[src/rtl/conv_k_addr_gen.sv]
// rtl/conv_k_addr_gen.sv - multi-port convolution kernel weight read-address sequencer
// Walks elem -> pass -> kernel counters and presents one address per port each cycle.
module conv_k_addr_gen #(
  parameter int ADDR_W      = 8,
  parameter int NUM_PORTS   = 2,
  parameter int KSIZE       = 25,
  parameter int PORT_STRIDE = 75,
  parameter int REPEAT      = 64,
  parameter int NUM_KERNELS = 3,
  parameter int LEAD_CYCLES = 0,
  localparam int KW = (NUM_KERNELS > 1) ? $clog2(NUM_KERNELS) : 1
) (
  input  logic                        clk,
  input  logic                        reset,
  input  logic                        start,
  input  logic                        stall,
  output logic [NUM_PORTS*ADDR_W-1:0] addr,
  output logic                        addr_valid,
  output logic [KW-1:0]               kern_idx,
  output logic                        last_elem,
  output logic                        busy,
  output logic                        done
);

  localparam int EW        = (KSIZE > 1) ? $clog2(KSIZE) : 1;
  localparam int PW        = (REPEAT > 1) ? $clog2(REPEAT) : 1;
  localparam int LW        = (LEAD_CYCLES > 1) ? $clog2(LEAD_CYCLES) : 1;
  localparam int LEAD_LAST = (LEAD_CYCLES > 0) ? LEAD_CYCLES - 1 : 0;

  typedef enum logic [1:0] {IDLE, PRIME, RUN, DONE} state_t;

  state_t        r_state, w_state_nxt;
  logic [EW-1:0] r_elem;
  logic [PW-1:0] r_pass;
  logic [KW-1:0] r_kern;
  logic [LW-1:0] r_lead;

  logic w_elem_last, w_pass_last, w_kern_last, w_lead_last, w_advance;

  assign w_elem_last = (r_elem == EW'(KSIZE - 1));
  assign w_pass_last = (r_pass == PW'(REPEAT - 1));
  assign w_kern_last = (r_kern == KW'(NUM_KERNELS - 1));
  assign w_lead_last = (r_lead == LW'(LEAD_LAST));
  assign w_advance   = (r_state == RUN) && !stall;

  always_ff @(posedge clk) begin
    if (!reset) begin
      r_state <= IDLE;
    end else begin
      r_state <= w_state_nxt;
    end
  end

  always_comb begin
    w_state_nxt = r_state;
    case (r_state)
      IDLE, DONE: if (start) w_state_nxt = (LEAD_CYCLES > 0) ? PRIME : RUN;
      PRIME:      if (w_lead_last) w_state_nxt = RUN;
      RUN:        if (w_advance && w_elem_last && w_pass_last && w_kern_last) w_state_nxt = DONE;
      default:    w_state_nxt = IDLE;
    endcase
  end

  // Counters only move on an issued address, so a stall replays nothing and skips nothing.
  always_ff @(posedge clk) begin
    if (!reset) begin
      r_elem <= '0;
      r_pass <= '0;
      r_kern <= '0;
      r_lead <= '0;
    end else if ((r_state == IDLE || r_state == DONE) && start) begin
      r_elem <= '0;
      r_pass <= '0;
      r_kern <= '0;
      r_lead <= '0;
    end else if (r_state == PRIME) begin
      r_lead <= r_lead + 1'b1;
    end else if (w_advance) begin
      if (!w_elem_last) begin
        r_elem <= r_elem + 1'b1;
      end else begin
        r_elem <= '0;
        if (!w_pass_last) begin
          r_pass <= r_pass + 1'b1;
        end else begin
          r_pass <= '0;
          if (!w_kern_last) r_kern <= r_kern + 1'b1;
        end
      end
    end
  end

  for (genvar p = 0; p < NUM_PORTS; p++) begin : g_port
    assign addr[p*ADDR_W +: ADDR_W] =
      ADDR_W'(p * PORT_STRIDE + KSIZE * int'(r_kern) + int'(r_elem));
  end

  assign addr_valid = w_advance;
  assign last_elem  = w_advance && w_elem_last;
  assign kern_idx   = r_kern;
  assign busy       = (r_state == PRIME) || (r_state == RUN);
  assign done       = (r_state == DONE);

endmodule

[config.mk]
export PLATFORM = sky130hd
export DESIGN_NAME = conv_k_addr_gen
export DESIGN_NICKNAME = d
export VERILOG_FILES = /design/src/rtl/conv_k_addr_gen.sv
export SDC_FILE = /design/constraint.sdc
export NUM_CORES = 1
export LEC_CHECK = 0
export CAP_MARGIN = 10
export CORE_MARGIN = 2
export CORE_UTILIZATION = 51
export DETAILED_ROUTE_END_ITERATION = 16
export PLACE_DENSITY_LB_ADDON = 0.3
export SLEW_MARGIN = 20
export SYNTH_ARGS = -nofsm -noshare
export SYNTH_HDL_FRONTEND = slang
export SYNTH_SLANG_ARGS = --single-unit
[constraint.sdc]
create_clock -name clk -period 2.6 [get_ports clk]
set_clock_uncertainty 0.2 [all_clocks]
set_input_delay 0.52 -clock clk [delete_from_list [all_inputs] [get_ports clk]]
set_output_delay 0.52 -clock clk [all_outputs]
set_load 0.005 [all_outputs]
==> results of run 1 <==
==> kinds of logic after synthesis <==
kind of cell	Yosys count	share of synthesized area, %
AOI/OAI and AO/OA	31	15.0
xor gates and xnor gates	14	9.29
adders and majority gates	21	21.0
buffers and inverters	24	7.49
DFF	16	24.3
and+or+nand+nor	48	22.9
==> tightest hold or removal path, cell delays in order, from the launching register on <==
cell and delay, ns:
dfxtp_1 0.36, nand2_1 0.07, a21oi_1 0.05
==> synth_stat cells, drive strengths merged, types with 2 or more instances <==
cell	instances
nand4	2
xor2	5
buf	2
nand3b	2
o31ai	2
nor2	12
nand3	5
ha	19
o21ai	4
a21oi	14
dfxtp	16
fa	2
and4b	2
xnor2	9
a311oi	2
inv	21
and3	3
a31oi	3
nand2	12
==> state kept, by name (all words and copies together) (netlist names) <==
| name | flops |
|---|---|
| r_pass | 6 |
| r_lead | 1 |
| r_state | 2 |
| kern_idx | 2 |
| r_elem | 5 |
==> stage by stage <==
step / instances / area [um^2] / hold slack (ns) / power [W]
floorplan: 154 / 1320 / 0.255 / 0.000289
global placement: 235 / 1810 / 0.276 / 0.000319
detailed placement: 235 / 1810 / 0.297 / 0.000323
CTS: 246 / 2030 / 0.313 / 0.000490
global route: 249 / 2100 / 0.348 / 0.000506
finish: 249 / 2100 / 0.313 / 0.000490
==> where the power goes <==
part	total [W]	switching (W)	internal, W
combinational	0.0000734	0.0000364	0.0000370
sequential	0.000250	0.00000362	0.000247
clock	0.000167	0.0000814	0.0000853
==> layout by cell type (no fill, tap or decap), types with 3 or more instances in the layout <==
cell             count
buf_4               33
ha_4                 7
dlygate4sd2_1        3
clkbuf_4             3
a21oi_2              4
inv_1               12
nand3_1              4
clkdlybuf4s50_1     11
dfxtp_1             12
ha_1                11
xnor2_2              3
xnor2_1              6
buf_6                6
nand2_1             10
nor2_1              11
xor2_1               5
inv_2                8
buf_2               10
dfxtp_2              3
a21oi_1             10
==> final cells by class <==
cell class                 instances  share of cell area, %
tap                               30                   1.78
inverter                          21                   3.87
sequential                        16                   15.6
timing repair buffer              64                   24.1
multi-input combinational        114                   52.9
clock buffer                       4                   1.73
==> final timing paths <==
| kind | start | to | slack [ns] | depth (start not counted) |
|---|---|---|---|---|
| min reg2reg | r_pass[1] | r_pass[1] | 0.31 | 2 |
| max | kern_idx[1] | addr[5] | -0.18 | 9 |
| max reg2reg | r_elem[0] | r_pass[5] | 0.64 | 7 |
| min | r_pass[1] | r_pass[1] | 0.31 | 2 |
==> what timing repair did <==
item                                    CTS  global route
gates resized for setup                  86            16
endpoints found under the setup margin   14            10
buffers inserted                          7             4
pin swaps                                22            17
==> metal layers <==
layer / vias to the layer above / part of all wire, % / track usage, %
met4: 0 / 4.6 / 14.6
met2: 58 / 54 / 56.7
met1: 660 / 38 / 30.2
li1: 669 / - / -
met5: - / 0 / 0
met3: 20 / 3.9 / 3.83
==> results.cfg, run 1 <==
[sta]
tns_ns = -0.978
setup_violations = 9
setup_slack_ns = -0.178
rsz0062_at_grt = true
period_minus_slack_ns = 2.78
finalHoldViolCount = 0
fmax_mhz = 360
post-route-period-util_pct = 107
max-slew-margin-rel_pct = 73.6
maxSlewViolCount = 0
worst_slew_pin_slew_ns = 0.395

[global_routing]
grt_max_degree = 10
track_usage_pct = 29.4
grt_pass1_wl_mm = 6.25
gr-total-overflow = 0
grt_antenna_before_repair = 0
grt_pass1_vias = 1410

[finish]
regArea_um2 = 328
drive_gt1_share_pct = 47.9
num-fill-cells = 124
multi_input_area_um2 = 1110
diodes = 0
syn2layout_area_growth_pct = 59.3
finish.utilization_pct = 85.7
fin_nets = 245

[routing]
first_pass_iters = 4
ant_nets = 0
wl_per_cell_um = 17.7
drt-total-wl_mm = 4.40
drcViolationCount = 0
drtIter0Drc = 25
vias_per_cell = 5.65
vias = 1407

[clock_network]
clock_path_buffers = 2
clock-root-buffer = clkbuf_4
insertion_delay_ns = 0.29
cts_tree = built
htree_num_levels = 1
cts_buffers = 3
hold_buffers = 0
clock-sinks = 16
clk_pin_slew_worst_paths_ns = 0.10

[logic_synthesis]
synth-edff-count = 0
async_flop_share_pct = 0
ys_warn_count = 0
ys.flop_type = dfxtp_1
syn_area_um2 = 1320
postSynthAreaPerCell_um2 = 8.57
synth_area_leader_cell = dfxtp_1
syn_nets = 179
yosys_register_bits = 16
synth_top_area_share_pct = 24.3
seq_area_frac_synth_pct = 24.3
synth_top_cells_by_area = dfxtp_1, ha_1, inv_1, xnor2_1, a21oi_1
syn_inst = 154
yosysUniqueCellTypes = 41

[run_status]
outcome = complete, but fails checks
violations = negative setup slack

[critical_path]
crit_slowest_cell = dfxtp_2
arrival_ns = 2.06
cp_common_cell = ha_4
endpoint_kind = output port
worstPathBufferInverterCount = 4
path_cells = buf_6 > ha_4 > inv_2 > ha_4 > buf_4 > a21oi_2 > o21ai_2 > xor2_1 > buf_2
max_stage_delay_ns = 0.34
worstPathMaxFanout = 5
cp_top_family = adder cells
crit_type = reg -> out
required_ns = 1.88
startpoint_type = register

[floorplan]
dieArea_um2 = 3010
io_pins = 26
rows = 18
initial_core_util_pct = 53.8
core_area_um2 = 2450
dieHeight_um = 54.9
die_w_um = 54.9

[place]
dpl.hpwl_mm = 2.58
place_congestion = 0.872
dp_slack_ns = -0.418
port_buffers = 25

[job]
maxCapViolCount = 0

[power_and_ir_drop]
pwr_density_cell_nw_per_um2 = 233
peakVddDrop_v = 0.000320
power.leakage_nw = 0.995

[hold_path]
hold_class = reg -> reg
(Power assumes the default switching activity.)
==> run 2, diff against run 1 <==
--- a/config.mk
+++ b/config.mk
@@ -5,7 +5,6 @@
 export SDC_FILE = /design/constraint.sdc
 export NUM_CORES = 1
 export LEC_CHECK = 0
-export CAP_MARGIN = 10
 export CORE_MARGIN = 2
 export CORE_UTILIZATION = 51
 export DETAILED_ROUTE_END_ITERATION = 16
==> results of run 2 <==
The final DEF is identical to that of run 1; final timing and power are the same.
==> run 3, diff against run 2 <==
--- a/config.mk
+++ b/config.mk
@@ -8,6 +8,7 @@
 export CORE_MARGIN = 2
 export CORE_UTILIZATION = 51
 export DETAILED_ROUTE_END_ITERATION = 16
+export GPL_ROUTABILITY_DRIVEN = 1
 export PLACE_DENSITY_LB_ADDON = 0.3
 export SLEW_MARGIN = 20
 export SYNTH_ARGS = -nofsm -noshare
==> results of run 3 <==
The final DEF is identical to that of run 1; final timing and power are the same.
